===== config.mk =====
export PLATFORM = sky130hd
export DESIGN_NAME = sum_capture_reg
export DESIGN_NICKNAME = d
export VERILOG_FILES = /design/src/rtl/sum_capture_reg.sv
export SDC_FILE = /design/constraint.sdc
export NUM_CORES = 1
export LEC_CHECK = 0
export CAP_MARGIN = 25
export CORE_MARGIN = 4
export CORE_UTILIZATION = 47
export CTS_CLUSTER_DIAMETER = 150
export DETAILED_ROUTE_END_ITERATION = 16
export PLACE_DENSITY = 0.82
export SLEW_MARGIN = 20
export SYNTH_ARGS = -nofsm -noshare
export SYNTH_HDL_FRONTEND = slang
export SYNTH_SLANG_ARGS = --single-unit

===== constraint.sdc =====
create_clock -name i_clk -period 3.3 [get_ports i_clk]
set_clock_uncertainty 0.05 [all_clocks]
set_input_delay 0.66 -clock i_clk [delete_from_list [all_inputs] [get_ports i_clk]]
set_output_delay 0.66 -clock i_clk [all_outputs]
set_load 0.005 [all_outputs]

===== src/rtl/sum_capture_reg.sv =====
// sum_capture_reg: collects an N-bit serial adder result into a parallel word and holds it for a consumer.
// Optional final-carry capture is enabled by defining SUM_CAPTURE_CARRY_EN (adds w_carry / o_carry).
module sum_capture_reg #(
    parameter int N   = 8,
    parameter int DIR = 0
) (
    input  logic         i_clk,
    input  logic         reset,
    input  logic         load,
    input  logic [N-1:0] s_in,
    input  logic         start,
    input  logic         w3,
    input  logic         bit_vld,
    input  logic         i_ready,
`ifdef SUM_CAPTURE_CARRY_EN
    input  logic         w_carry,
    output logic         o_carry,
`endif
    output logic [N-1:0] s_out,
    output logic         busy,
    output logic         done,
    output logic         o_valid
);

    // state | meaning
    // IDLE  | waiting for start; load may preload s_out
    // SHIFT | accepting serial bits on bit_vld
    // HOLD  | complete word presented until i_ready
    typedef enum logic [1:0] {
        ST_IDLE  = 2'd0,
        ST_SHIFT = 2'd1,
        ST_HOLD  = 2'd2
    } state_t;

    localparam int CW = $clog2(N + 1);
    localparam logic [CW-1:0] LAST = CW'(N - 1);

    state_t        state_q, state_d;
    logic [CW-1:0] cnt_q, cnt_d;
    logic [N-1:0]  s_out_q, s_out_d;
    logic [N-1:0]  shifted;
    logic          done_q, done_d;
    logic          last_bit;

    assign last_bit = (state_q == ST_SHIFT) && bit_vld && (cnt_q == LAST);

    // Shifting toward the far end keeps the first-arriving bit in its true position.
    always_comb begin
        shifted = s_out_q;
        if (DIR == 0) begin
            shifted = {w3, s_out_q[N-1:1]};
        end else begin
            shifted = {s_out_q[N-2:0], w3};
        end
    end

    always_ff @(posedge i_clk) begin
        if (reset) begin
            state_q <= ST_IDLE;
        end else begin
            state_q <= state_d;
        end
    end

    always_comb begin
        state_d = state_q;
        case (state_q)
            ST_IDLE: begin
                if (start) begin
                    state_d = ST_SHIFT;
                end
            end
            ST_SHIFT: begin
                if (last_bit) begin
                    state_d = ST_HOLD;
                end
            end
            ST_HOLD: begin
                if (i_ready) begin
                    state_d = ST_IDLE;
                end
            end
            default: state_d = ST_IDLE;
        endcase
    end

    always_comb begin
        busy    = (state_q == ST_SHIFT);
        o_valid = (state_q == ST_HOLD);
    end

    always_comb begin
        cnt_d   = cnt_q;
        s_out_d = s_out_q;
        done_d  = last_bit;
        case (state_q)
            ST_IDLE: begin
                if (start) begin
                    cnt_d = '0;
                end else if (load) begin
                    s_out_d = s_in;
                end
            end
            ST_SHIFT: begin
                if (bit_vld) begin
                    s_out_d = shifted;
                    cnt_d   = cnt_q + CW'(1);
                end
            end
            default: begin
                cnt_d   = cnt_q;
                s_out_d = s_out_q;
            end
        endcase
    end

    always_ff @(posedge i_clk) begin
        if (reset) begin
            cnt_q   <= '0;
            s_out_q <= '0;
            done_q  <= 1'b0;
        end else begin
            cnt_q   <= cnt_d;
            s_out_q <= s_out_d;
            done_q  <= done_d;
        end
    end

    assign s_out = s_out_q;
    assign done  = done_q;

`ifdef SUM_CAPTURE_CARRY_EN
    logic carry_q, carry_d;

    always_comb begin
        carry_d = carry_q;
        if ((state_q == ST_IDLE) && start) begin
            carry_d = 1'b0;
        end else if (last_bit) begin
            carry_d = w_carry;
        end
    end

    always_ff @(posedge i_clk) begin
        if (reset) begin
            carry_q <= 1'b0;
        end else begin
            carry_q <= carry_d;
        end
    end

    assign o_carry = carry_q;
`endif

endmodule


# Word level (Yosys, flattened, before mapping)
# Cells that the tools add are included.
# totals
reg_bits	15
out_inout_bits	11
wordCells	32
# op_classes
addsub	1
eq_ne	9
reduce_logical	7
muxes	11
# ops
op	n
$mux W8	3
$pmux W8 S2	1
$ne A2 B2 Y1 const B	5
$mux W4	2
$pmux W4 S2	1
$mux W2	3
$pmux W2 S3	1
$reduce_and A3 Y1	2
$add A4 B1 Y4 const B	1
$eq A4 B3 Y1 const B	1
$reduce_and A4 Y1	1
$eq A2 B1 Y1 const B	1
$eq A2 B2 Y1 const B	1
$logic_and A1 B1 Y1	2
$logic_not A2 Y1	1
$ne A2 B1 Y1 const B	1
$reduce_bool A2 Y1	1

# Depth between registers and ports, before layout
# logic_depth
depth_word	5
depth_mapped	6
mapped_depth_nobuf	4

# Least setup slack after synthesis
# OpenSTA, ideal clock, no wires.
# synth_timing
kind	input to register
startpoint	input port bit_vld
endpoint	register s_out_q[0], in the netlist s_out[0]
t_required_ps	3170
path_stages	5
t_arrival_ps	1470
slack_ps	1700
cell_sequence	and3b_1 buf_6 or2_1 buf_6 a211oi_2
# synth_between
elab_chain_cells	2
# synth_rtl
element	line_no	rtl
start: declaration	13	input logic bit_vld,
$ne A2 B2 Y1 (no line)	n/a	
$reduce_and A4 Y1 (no line)	n/a	
end signal: assignment	124	s_out_q <= s_out_d;
end: declaration	40	logic [N-1:0] s_out_q, s_out_d;
# Every way passes these cells.
# A chain may end at the register's enable or synchronous reset.

# Worst setup path in the final report
# layout_timing
startpoint	register state_q[0]
endpoint	output port busy
# layout_between
elab_chain_cells	1
# layout_rtl
element	line_no	rtl
start: declaration	38	state_t state_q, state_d;
start signal: assignment	61	state_q <= state_d;
$eq A2 B1 Y1	88	busy = (state_q == ST_SHIFT);
end: declaration	20	output logic busy,
# Every way passes these cells.

==> flow_metrics.env <==
export IMPL_clock_latency_ps=270
export IMPL_r2r_start="state_q[0]"
export IMPL_grt_pass1_vias=663
export IMPL_drv_cap=0
export IMPL_ir_worst_vdd_uv=230
export IMPL_start_kind="flop"
export IMPL_finalHoldViolCount=0
export IMPL_min_path_type="reg2reg"
export IMPL_avgSynthCellArea_um2=10.4
export IMPL_wirelength_um=1590
export IMPL_power_leakage_nw=0.365
export IMPL_vias_per_cell=5.58
export IMPL_cts_resized=0
export IMPL_ys_flop_type="dfxtp_1"
export IMPL_synth_seq_area_share_pct=38.6
export IMPL_die_h_um=48.7
export IMPL_grt_use_total_pct=14.7
export IMPL_cts_clk_slew_worst_paths_ps=80
export IMPL_synth_edf_count=0
export IMPL_nNetsFinal=115
export IMPL_dp_hpwl_um=1260
export IMPL_tightest_slew_ps=760
export IMPL_dpl_cell_count=110
export IMPL_synth_top_cell_by_area="dfxtp_1"
export IMPL_timing_final_crit_share_pct=78.2
export IMPL_hold_depth=2
export IMPL_final_cells=114
export IMPL_final_setup_viol_count=0
export IMPL_root_buffer="clkbuf_4"
export IMPL_yosys_warnings=0
export IMPL_die_x_um=48.7
export IMPL_grt_max_degree=17
export IMPL_grt_overflow_total=0
export IMPL_cts_tree="built"
export IMPL_yosysUniqueCellTypes=26
export IMPL_place_congestion=0.724
export IMPL_port_buffers=25
export IMPL_syn_nets=91
export IMPL_rsz0062_at_grt="false"
export IMPL_setup_tns_ps=0
export IMPL_required_ps=2590
export IMPL_rr_worst_depth=3
export IMPL_grt_first_pass_wirelength_um=2850
export IMPL_cts_buffer_depth=2
export IMPL_synth_most_common_cell="dfxtp_1"
export IMPL_max_freq_mhz=388
export IMPL_via_count=636
export IMPL_cp_arrival_ps=1870
export IMPL_fp_row_count=14
export IMPL_power_density_nw_per_um2=380
export IMPL_cts_sinks=15
export IMPL_hold_buffers=0
export IMPL_pin_count=26
export IMPL_cp_startpoint="state_q[0]"
export IMPL_start_util_pct=50.5
export IMPL_antenna_found_initial=0
export IMPL_maxSlewHeadroom_pct=49.2
export IMPL_synth_area_leaders="dfxtp_1 (39%), a211oi_2 (13%), mux2i_1 (12%)"
export IMPL_drt_iter0_drc=5
export IMPL_syn_cell_area_um2=778
export IMPL_endpoint_kind="output port"
export IMPL_antenna_cells=0
export IMPL_drt_pass1_iterations=3
export IMPL_cp_max_fo=16
export IMPL_period_minus_slack_ps=2580
export IMPL_cts_setup_buffers=0
export IMPL_critical_path_class="reg2out"
export IMPL_synth_common_cells="dfxtp_1 (15), mux2i_1 (9), a211oi_2 (8), nor3_1 (8), a21oi_1 (5)"
export IMPL_die_area_um2=2370
export IMPL_drive_above_1_share_pct=13.3
export IMPL_netlist_instances=75
export IMPL_antenna_left=0
export IMPL_cts_made_buffers=3
export IMPL_drt_wirelength_per_cell_um=14.0
export IMPL_synth_seq_cells=15
export IMPL_core_um2=1540
export IMPL_status="completed"
export IMPL_drv_slew=0
export IMPL_min_from="cnt_q[3]"
export IMPL_synth_top_cell_area_share_pct=38.6
export IMPL_async_flop_share_pct=0
export IMPL_route_detailed_drc=0
export IMPL_h_tree_depth=1
export IMPL_area_delta_synth_final_pct=32.2
-- report_power, final --
group          total (mW)  switching [mW]  leakage [nW]  internal [mW]
registers           0.204          0.0126         0.123          0.192
logic              0.0858          0.0331         0.227         0.0527
clock network       0.101          0.0544        0.0150         0.0468
-- flip-flops by register name (all words and copies together) (netlist names) --
register	count
cnt_q	4
done	1
s_out	8
state_q	2
-- logic make-up after synthesis --
family | Yosys count | share of synthesized area (%)
AOI/OAI and AO/OA | 18 | 20.3
adders and majority gates | 1 | 1.61
buffers and inverters | 6 | 5.95
DFF | 15 | 38.6
muxes | 9 | 11.6
and+or+nand+nor | 26 | 22.0
-- placed cells by master, fill, tap and decap left out --
| cell | instances |
|---|---|
| nand4b_1 | 1 |
| o31ai_1 | 1 |
| o21ai_0 | 3 |
| nor2_1 | 2 |
| nor3b_1 | 1 |
| or2_2 | 1 |
| or4_1 | 1 |
| clkbuf_4 | 3 |
| clkdlybuf4s50_1 | 25 |
| o211a_1 | 1 |
| or2_1 | 1 |
| a211oi_2 | 8 |
| a21oi_1 | 5 |
| nand4_1 | 1 |
| and3b_1 | 1 |
| nand3_1 | 1 |
| clkbuf_1 | 1 |
| mux2i_1 | 9 |
| ha_1 | 1 |
| dfxtp_1 | 15 |
| nor3_1 | 8 |
| or3_1 | 1 |
| nor2b_1 | 3 |
| nor4b_4 | 1 |
| nand2b_1 | 3 |
-- area by class of cell --
cell class | count | area [um^2]
Fill cell | 140 | 513
Clock buffer | 4 | 26.3
Multi-Input combinational cell | 54 | 432
Sequential cell | 15 | 300
Tap cell | 16 | 20.0
Timing Repair Buffer | 25 | 250
-- per-layer routing --
layer,up-vias,share of wire [%],GRT usage (%)
met5,-,0,0
met4,0,0.50,5.38
met3,2,7.0,4.29
met2,20,48,25.2
met1,288,44,17.1
li1,326,-,-
-- through the flow --
stage | setup slack, ps | hold WS (ps) | util, % | instance area (um^2) | total power [mW]
CTS | 687 | 439 | 66.7 | 1030 | 0.399
global placement | 991 | 415 | 65.0 | 1000 | 0.293
detailed placement | 960 | 424 | 65.0 | 1000 | 0.296
finish | 721 | 434 | 66.7 | 1030 | 0.391
global route | 622 | 476 | 66.7 | 1030 | 0.415
floorplan | 1700 | 398 | - | 778 | 0.256
-- path summary, 6_finish.rpt --
kind	endpoint	slack (ps)
max	busy	720
min reg2reg	cnt_q[3]	430
max reg2reg	s_out[7]	1280
min	cnt_q[3]	430
-- worst max-delay path: stages, from the launching register on --
cell	delay, ps
dfxtp_1	820
nor2b_1	250
clkdlybuf4s50_1	520
No activity file was read; power rests on OpenSTA's default activity.
